==> src/rtl/pe_window_feeder_if.sv <==
// Pixel-stream and window bundle between a pixel source, the window feeder and the 3x3 PE.
// Pure wiring; it adds no latency.
// The pixel side is valid/ready; the window side has no ready because the PE never stalls.
interface pe_window_feeder_if;
  logic [7:0]  pix_in;
  logic        pix_valid;
  logic        pix_ready;
  logic [71:0] win_out;
  logic        win_en;
  logic        win_last;

  // Pixel source / window consumer side
  modport master (
    output pix_in,
    output pix_valid,
    input  pix_ready,
    input  win_out,
    input  win_en,
    input  win_last
  );

  // Feeder side
  modport slave (
    input  pix_in,
    input  pix_valid,
    output pix_ready,
    output win_out,
    output win_en,
    output win_last
  );
endinterface

==> src/rtl/pe_window_feeder.sv <==
// Turns a raster pixel stream into 3x3 windows for the PE using two line buffers.
// Latency: a window appears one cycle after the pixel that completes it is accepted.
// Backpressure: ready only while a frame runs; window output is fire-and-forget.
// Optional feature macro WIN_FEEDER_STRIDE2_EN adds cfg_stride2 (emit every other row/column).
module pe_window_feeder #(
  parameter int MAX_W    = 64,
  parameter int DIM_BITS = 8
) (
  input  logic                clk,
  input  logic                reset,
  input  logic                start,
  input  logic [DIM_BITS-1:0] cfg_width,
  input  logic [DIM_BITS-1:0] cfg_height,
`ifdef WIN_FEEDER_STRIDE2_EN
  input  logic                cfg_stride2,
`endif
  pe_window_feeder_if.slave   strm,
  output logic                busy,
  output logic                done,
  output logic                cfg_err
);

  localparam int AW = (MAX_W > 1) ? $clog2(MAX_W) : 1;
  localparam logic [DIM_BITS-1:0] ONE   = DIM_BITS'(1);
  localparam logic [DIM_BITS-1:0] TWO   = DIM_BITS'(2);
  localparam logic [DIM_BITS-1:0] THREE = DIM_BITS'(3);

  typedef enum logic [1:0] {
    S_IDLE = 2'd0,
    S_RUN  = 2'd1,
    S_DONE = 2'd2
  } state_t;

  state_t state, state_nxt;

  logic [DIM_BITS-1:0] w_lat, h_lat;
  logic [DIM_BITS-1:0] r, c;
  logic [AW-1:0]       c_idx;

  // Line buffers: lb0 holds the previous row, lb1 the row before that.
  logic [7:0] lb0 [MAX_W];
  logic [7:0] lb1 [MAX_W];
  logic [7:0] lb0_rd, lb1_rd;

  // Window register; byte k = 3*row + col.
  logic [8:0][7:0] win_q;
  logic            win_en_q, win_last_q;

  logic cfg_ok, start_ok, start_bad;
  logic xfer, pix_ready_c, busy_c;
  logic last_col, last_pix;
  logic stride_on, emit_ok, at_last_win;
  logic [DIM_BITS-1:0] hm1, wm1, last_r, last_c;

  // A start is legal when 3 <= W <= MAX_W and H >= 3.
  assign cfg_ok = (cfg_width >= THREE) &&
                  (32'(cfg_width) <= 32'(MAX_W)) &&
                  (cfg_height >= THREE);

  // A pixel moves only while running; a reset cycle never counts as a transfer.
  assign xfer = strm.pix_valid && (state == S_RUN) && reset;

  assign c_idx    = c[AW-1:0];
  assign last_col = (c == w_lat - ONE);
  assign last_pix = last_col && (r == h_lat - ONE);

  // Read ports see the contents from before this cycle's write.
  assign lb0_rd = lb0[c_idx];
  assign lb1_rd = lb1[c_idx];

`ifdef WIN_FEEDER_STRIDE2_EN
  logic stride_q;

  // Stride selection is captured with the rest of the frame configuration.
  always_ff @(posedge clk) begin
    if (!reset) begin
      stride_q <= 1'b0;
    end else if (start_ok) begin
      stride_q <= cfg_stride2;
    end
  end

  assign stride_on = stride_q;
`else
  assign stride_on = 1'b0;
`endif

  // With stride 2 the last emitted row/column is the largest even index that fits.
  assign hm1    = h_lat - ONE;
  assign wm1    = w_lat - ONE;
  assign last_r = stride_on ? {hm1[DIM_BITS-1:1], 1'b0} : hm1;
  assign last_c = stride_on ? {wm1[DIM_BITS-1:1], 1'b0} : wm1;

  // Columns 0/1 of a row hold stale data from the previous row, so they never emit.
  assign emit_ok     = (r >= TWO) && (c >= TWO) &&
                       (!stride_on || (!r[0] && !c[0]));
  assign at_last_win = (r == last_r) && (c == last_c);

  // Frame-control state register.
  always_ff @(posedge clk) begin
    if (!reset) begin
      state <= S_IDLE;
    end else begin
      state <= state_nxt;
    end
  end

  // Next-state decode plus the handshake/status outputs of each state.
  always_comb begin
    state_nxt   = state;
    pix_ready_c = 1'b0;
    busy_c      = 1'b0;
    start_ok    = 1'b0;
    start_bad   = 1'b0;
    case (state)
      S_IDLE: begin
        if (start) begin
          if (cfg_ok) begin
            start_ok  = 1'b1;
            state_nxt = S_RUN;
          end else begin
            start_bad = 1'b1;
          end
        end
      end
      S_RUN: begin
        pix_ready_c = 1'b1;
        busy_c      = 1'b1;
        if (xfer && last_pix) begin
          state_nxt = S_DONE;
        end
      end
      S_DONE: begin
        state_nxt = S_IDLE;
      end
      default: begin
        state_nxt = S_IDLE;
      end
    endcase
  end

  assign strm.pix_ready = pix_ready_c;
  assign busy           = busy_c;

  // Frame geometry is frozen at start; later cfg changes have no effect.
  always_ff @(posedge clk) begin
    if (!reset) begin
      w_lat <= '0;
      h_lat <= '0;
    end else if (start_ok) begin
      w_lat <= cfg_width;
      h_lat <= cfg_height;
    end
  end

  // Raster position of the next pixel to be accepted.
  always_ff @(posedge clk) begin
    if (!reset) begin
      r <= '0;
      c <= '0;
    end else if (start_ok) begin
      r <= '0;
      c <= '0;
    end else if (xfer) begin
      if (last_col) begin
        c <= '0;
        r <= r + ONE;
      end else begin
        c <= c + ONE;
      end
    end
  end

  // Line buffers roll down one row per accepted pixel; contents are not reset.
  always_ff @(posedge clk) begin
    if (xfer) begin
      lb1[c_idx] <= lb0_rd;
      lb0[c_idx] <= strm.pix_in;
    end
  end

  // Window shifts left one column per accepted pixel; the new column enters at col 2.
  always_ff @(posedge clk) begin
    if (!reset) begin
      win_q <= '0;
    end else if (xfer) begin
      win_q[0] <= win_q[1];
      win_q[1] <= win_q[2];
      win_q[2] <= lb1_rd;
      win_q[3] <= win_q[4];
      win_q[4] <= win_q[5];
      win_q[5] <= lb0_rd;
      win_q[6] <= win_q[7];
      win_q[7] <= win_q[8];
      win_q[8] <= strm.pix_in;
    end
  end

  // Enable/last strobes fire only in the cycle after a qualifying transfer.
  always_ff @(posedge clk) begin
    if (!reset) begin
      win_en_q   <= 1'b0;
      win_last_q <= 1'b0;
    end else begin
      win_en_q   <= xfer && emit_ok;
      win_last_q <= xfer && emit_ok && at_last_win;
    end
  end

  assign strm.win_out  = win_q;
  assign strm.win_en   = win_en_q;
  assign strm.win_last = win_last_q;

  // done follows the DONE state by a cycle so the last window leads it; cfg_err flags a rejected start.
  always_ff @(posedge clk) begin
    if (!reset) begin
      done    <= 1'b0;
      cfg_err <= 1'b0;
    end else begin
      done    <= (state == S_DONE);
      cfg_err <= start_bad;
    end
  end

  // win_last can only accompany a window.
  assert property (@(posedge clk) disable iff (!reset) strm.win_last |-> strm.win_en);

  // done and the final window never share a cycle.
  assert property (@(posedge clk) disable iff (!reset) done |-> !strm.win_en);

endmodule

==> src/flat_wrapper.sv <==
// flat-port wrapper written by rule: the top's interface ports become plain ports
module pe_window_feeder_flat 
#(
  parameter int MAX_W    = 64,
  parameter int DIM_BITS = 8
)
  (clk, reset, start, cfg_width, cfg_height, busy, done, cfg_err, strm_pix_in, strm_pix_valid, strm_pix_ready, strm_win_out, strm_win_en, strm_win_last);
  pe_window_feeder_if strm_i ();
  input  logic clk;
  input  logic reset;
  input  logic start;
  input  logic [DIM_BITS-1:0] cfg_width;
  input  logic [DIM_BITS-1:0] cfg_height;
  output logic busy;
  output logic done;
  output logic cfg_err;
  input wire logic [$bits(strm_i.pix_in)-1:0] strm_pix_in;
  input wire logic [$bits(strm_i.pix_valid)-1:0] strm_pix_valid;
  output wire logic [$bits(strm_i.pix_ready)-1:0] strm_pix_ready;
  output wire logic [$bits(strm_i.win_out)-1:0] strm_win_out;
  output wire logic [$bits(strm_i.win_en)-1:0] strm_win_en;
  output wire logic [$bits(strm_i.win_last)-1:0] strm_win_last;
  assign strm_i.pix_in = strm_pix_in;
  assign strm_i.pix_valid = strm_pix_valid;
  assign strm_pix_ready = strm_i.pix_ready;
  assign strm_win_out = strm_i.win_out;
  assign strm_win_en = strm_i.win_en;
  assign strm_win_last = strm_i.win_last;
  pe_window_feeder #(.MAX_W(MAX_W), .DIM_BITS(DIM_BITS)) u_core (.clk(clk), .reset(reset), .start(start), .cfg_width(cfg_width), .cfg_height(cfg_height), .strm(strm_i), .busy(busy), .done(done), .cfg_err(cfg_err));
endmodule
==> config.mk <==
export PLATFORM = sky130hd
export DESIGN_NAME = pe_window_feeder_flat
export DESIGN_NICKNAME = d
export VERILOG_FILES = /design/src/rtl/pe_window_feeder_if.sv /design/src/rtl/pe_window_feeder.sv /design/src/flat_wrapper.sv
export SDC_FILE = /design/constraint.sdc
export NUM_CORES = 1
export LEC_CHECK = 0
export BUFFER_PORTS_ARGS = -buffer_cell sky130_fd_sc_hd__buf_2
export CAP_MARGIN = 0
export CORE_MARGIN = 3
export CORE_UTILIZATION = 40
export CTS_BUF_LIST = sky130_fd_sc_hd__clkbuf_2
export DETAILED_ROUTE_END_ITERATION = 12
export GPL_TIMING_DRIVEN = 0
export MAX_ROUTING_LAYER = met4
export PLACE_DENSITY_LB_ADDON = 0.2
export SYNTH_ARGS = -nofsm -noshare
export SYNTH_HDL_FRONTEND = slang
export SYNTH_SLANG_ARGS = --single-unit
export TNS_END_PERCENT = 50
==> constraint.sdc <==
create_clock -name clk -period 8.9 [get_ports clk]
set_input_delay 2.67 -clock clk [delete_from_list [all_inputs] [get_ports clk]]
set_output_delay 2.67 -clock clk [all_outputs]
set_load 0.02 [all_outputs]
# After elaboration in Yosys (flattened, before gate mapping)
# Memories as Yosys holds them, arrays and structs flattened. A register that Yosys moved wholly into a read port is not among the register bits.
# Cells that the tools add are included.
[totals] regBits=102 mem_bits_rw=1024 inputBits=28 output_inout_bits=78 elab_cells=65 mem_count=2
[memory_table] name="u_core.lb0" words=64 word_bits=8 rd=1 rd_ports_with_merged_regs=1 write_ports=1 line_no="pe_window_feeder.sv:41" source="logic [7:0] lb0 [MAX_W];"
[memory_table] name="u_core.lb1" words=64 word_bits=8 rd=1 rd_ports_with_merged_regs=1 write_ports=1 line_no="pe_window_feeder.sv:42" source="logic [7:0] lb1 [MAX_W];"
[classes] addsub=4 magnitude_cmp=5 eq_ne=7 mux=14 n_bitwise=1 n_reduce_logical=15
[ops] cell="8-bit by 2-bit greater-or-equal comparator with 1-bit output, second input constant" n=4
[ops] cell="8-bit by 1-bit adder with 8-bit output, second input constant" n=2
[ops] cell="8-bit equality test" n=2
[ops] cell="8-bit by 1-bit subtractor with 8-bit output, second input constant" n=2
[ops] cell="6-bit 2-to-1 mux" n=2
[ops] cell="1-bit logical AND" n=9
[ops] cell="8-bit by 7-bit <= comparator with 1-bit output, second input constant" n=1
[ops] cell="8-bit 2-to-1 mux" n=1
[ops] cell="1-bit 2-to-1 mux" n=7
[ops] cell="2-bit 2-to-1 mux" n=3
[ops] cell="3-bit AND reduction" n=2
[ops] cell="2-bit inequality test, second input constant" n=2
[ops] cell="2-bit case mux with 2 select lines" n=1
[ops] cell="2-bit by 1-bit equality test with 1-bit output, second input constant" n=1
[ops] cell="2-bit equality test, second input constant" n=1
[ops] cell="2-bit zero test" n=1
[ops] cell="2-bit by 1-bit inequality test with 1-bit output, second input constant" n=1
[ops] cell="2-bit AND reduction" n=1
[ops] cell="2-bit OR reduction" n=1
[ops] cell="1-bit zero test" n=1
[ops] cell="1-bit inverter" n=1

# Longest topological paths before layout
[depth] word_depth=8 ltp_mapped=10

# Worst setup path after synthesis
# No wires, ideal clock.
[synth_timing] path_type="in2reg" startpoint="input strm_pix_valid" endpoint="memory u_core.lb0[15][0] (enable)" arrival_time_ps=4579 required_ps=8512 slack_ps=3933 path_stages=6 path_buffers=2 cell_sequence="and3b_1 clkbuf_1 nand2_1 or3_1 clkbuf_1 nor2_1"
[synth_between] elab_chain_len=4
[synth_rtl] element="start: declaration" line_no="flat_wrapper.sv:18" source="input wire logic [$bits(strm_i.pix_valid)-1:0] strm_pix_valid;"
[synth_rtl] element="1-bit logical AND (2 in series)" line_no="pe_window_feeder.sv:61" source="assign xfer = strm.pix_valid && (state == S_RUN) && reset;"
[synth_rtl] element="1-bit 2-to-1 mux" line_no="pe_window_feeder.sv:176" source="if (xfer) begin"
[synth_rtl] element="1-bit 2-to-1 mux (not written as such)" line_no="pe_window_feeder.sv:178" source="lb0[c_idx] <= strm.pix_in;"
[synth_rtl] element="end: declaration" line_no="pe_window_feeder.sv:41"
# No other way between the ends.

# Worst setup path after layout
[layout_timing] startpoint="register u_core.state[0]" endpoint="output strm_pix_ready"
[layout_between] elab_chain_len=2
[layout_rtl] element="start: declaration" line_no="pe_window_feeder.sv:34" source="state_t state, state_nxt;"
[layout_rtl] element="start signal: assignment" line_no="pe_window_feeder.sv:104" source="state <= state_nxt;"
[layout_rtl] element="2-bit by 1-bit equality test with 1-bit output" line_no="pe_window_feeder.sv:115" source="case (state)"
[layout_rtl] element="1-bit 2-to-1 mux" line_no="pe_window_feeder.sv:115"
[layout_rtl] element="end: declaration" line_no="flat_wrapper.sv:19" source="output wire logic [$bits(strm_i.pix_ready)-1:0] strm_pix_ready;"
# No other way between the ends.

==> out/metrics.csv <==
metric;value;unit
ys_warn_count;0;
first_iter_violations;2499;
cp.depth;3;
drc;0;
worstSetupPathType;reg -> out;
crit_chain;nor2b_1, buf_4, buf_2;
peakVddDrop;0.0930;mV
core-area;108000;sq um
path_clk_slew;0.11;ns
critPathTopFamily;flip-flops;
final.setup.tns;0;ns
synth_edf_count;1024;
gp_congestion;0.846;
vias;24500;
highest_layer;met4;
worst_path_max_delay_cell;dfxtp_1;
numPortBuffers;105;
nets;2821;
critPathMaxFanout;5;
gr-usage-all-layers;0.221;
syn_area;43800;sq um
numCtsBuffers;304;
max_freq;0.193;GHz
worstMarginPinSlew;1.39;ns
grt_first_pass_wirelength;174;mm
clock_latency;1.53;ns
drive_gt1_frac;0.328;
ant_nets;0;
die_w;337;um
fillers;9304;
cts_resized;0;
cp-end-kind;primary output;
dieHeight;337;um
max_slew_margin;0.0762;
root_buffer;clkbuf_2;
syn_to_final_growth;15.0;%
critical_path_required;6.23;ns
grt_pass1_vias;25100;
cts_setup_buffers;0;
antenna_found_initial;7;
yosysMostFrequentCell;edfxtp_1;
via_per_inst;5.57;
p_total;9.50;mW
cp.arrival;2.51;ns
min_path_type;reg -> reg;
overflow;0;
max_stage_delay;0.40;ns
setup_viol;0;
syn_nets;2339;
power_density;189;nW/um^2
yosysTopAreaCell;edfxtp_1;
holdPathStages;2;
startpoint_type;flop;
avgRoutedWirePerCell;27.4;um
syn_area_per_cell;19.0;sq um
crit_buf_inv;2;
ios;106;
hold_buffers;0;
worstRegToRegCells;7;
final.setup_skew;0.155;ns
ys_types;59;
wl_met2;58.7;mm
ys_ff_latch;1140;
ys_seq_area_frac;0.756;
wl_met1;49.2;mm
start_util;0.406;
async_flop_share;0;
cts_sinks;1140;
cts_tree;yes;
clockBufferDepth;4;
htree_levels;5;
synth.top_cells.by_area;edfxtp_1, mux4_2, dfxtp_1;
grt_max_degree;66;
drt_wl_total;121;mm
period_needed;5.18;ns
dieArea;113000;sq um
fin_crit_sh;0.582;
wl_met3;9.00;mm
power.leakage;16.1;nW
hold_viol;0;
synthCells;2305;
synthTopCellsByCount;edfxtp_1, mux4_2, nand2_1;
dp_hpwl;81.4;mm
yosysTopAreaCellShare;0.702;
ys.flop_type;edfxtp_1;
rows;120;
drv_cap;0;
dr.pass1.iters;5;
rsz0062_at_grt;no;
status;completed;
slew_viol_final;0;
## kinds of logic (layout without fill, tap and decap cells)
group | after synthesis | in the layout | synth area share
flip-flops | 1140 | 1140 | 0.756
AND/OR/NAND/NOR | 377 | 377 | 0.0386
multiplexers | 369 | 369 | 0.151
AO/OA/AOI/OAI | 243 | 243 | 0.0347
buffers and inverters | 147 | 825 | 0.0137
XOR/XNOR | 23 | 23 | 0.00460
adder cells (fa/ha/maj) | 6 | 6 | 0.00171
other | 0 | 12 | 0
## cells in the final DEF (no fill, tap or decap), types with 7 or more instances in the layout
cell | netlist | layout
nor4_1 | 14 | 14
dfxtp_1 | 116 | 116
clkbuf_2 | 0 | 437
nand2_1 | 155 | 155
a22oi_1 | 37 | 37
buf_2 | 25 | 127
or3_1 | 8 | 8
nor2b_1 | 9 | 9
a21oi_1 | 91 | 91
clkinv_2 | 0 | 10
mux2i_1 | 135 | 135
buf_16 | 0 | 38
o21ai_0 | 24 | 24
nor3_1 | 9 | 9
xnor2_1 | 17 | 17
nand2b_1 | 9 | 9
nor2_2 | 0 | 64
clkinv_1 | 0 | 46
nand3_1 | 24 | 24
o22ai_1 | 49 | 49
edfxtp_1 | 1024 | 1024
inv_1 | 10 | 10
diode_2 | 0 | 12
clkbuf_1 | 96 | 96
mux4_2 | 234 | 234
inv_2 | 2 | 9
buf_1 | 10 | 10
buf_8 | 0 | 27
buf_4 | 4 | 7
nor2_1 | 115 | 51
## routing by layer
metal,up-vias,track usage
met5,-,-
met4,0,0.0850
met3,236,0.0445
met2,1140,0.347
met1,12700,0.285
li1,10500,-
## stage by stage
| stage | instances | hold WS, ns | cell area (sq um) | setup WS [ns] | util |
|---|---|---|---|---|---|
| after floorplan | 2305 | 0.451 | 43800 | 3.93 | - |
| after global placement | 3813 | 0.440 | 46100 | 1.78 | 0.427 |
| after detailed placement | 3884 | 0.449 | 47800 | 2.61 | 0.443 |
| after CTS | 4386 | 0.464 | 50300 | 3.55 | 0.466 |
| after global routing | 4398 | 0.491 | 50300 | 3.48 | 0.467 |
| final | 4398 | 0.463 | 50300 | 3.72 | 0.467 |
## sequential cells by signal (all words and copies together) (netlist names), 2 cells and up, named ones only
signal               flops
u_core.state             2
u_core.w_lat             8
u_core.r                 8
u_core.lb0             512
u_core.lb1             512
u_core.strm.win_out     72
u_core.c                 8
u_core.h_lat             8
## worst register-to-register path, stage by stage, from the launching register on
cell,delay [ns]
dfxtp_1,0.39
clkbuf_1,0.80
buf_2,0.55
mux4_2,0.57
a22oi_1,0.28
a211oi_1,0.21
or4_2,1.11
buf_16,0.38
## area by class of cell
class,instances,area (sq um),area share
sequential,1140,33100,0.657
clock buffer,437,2190,0.0435
buffer,135,553,0.0110
multi-input combinational,1018,10300,0.204
antenna,12,30.0,0.000597
tap,1403,1760,0.0349
inverter,12,45.0,0.000895
timing repair buffer,176,2100,0.0418
clock inverter,65,288,0.00572
## where the power goes
group          internal [mW]  switching (mW)  total [mW]
sequential              5.82         0.00880        5.83
combinational         0.0766           0.184       0.261
clock                   1.33            2.08        3.41
## path summary, 6_finish.rpt
path	from	end	slack, ns
max	u_core.state[0]	strm_pix_ready	3.72
min	u_core.strm.win_out[29]	u_core.strm.win_out[29]	0.46
min reg2reg	u_core.strm.win_out[29]	u_core.strm.win_out[29]	0.46
max reg2reg	flop	u_core.lb1[18][0]	4.25
No activity file was read; power rests on OpenSTA's default activity.
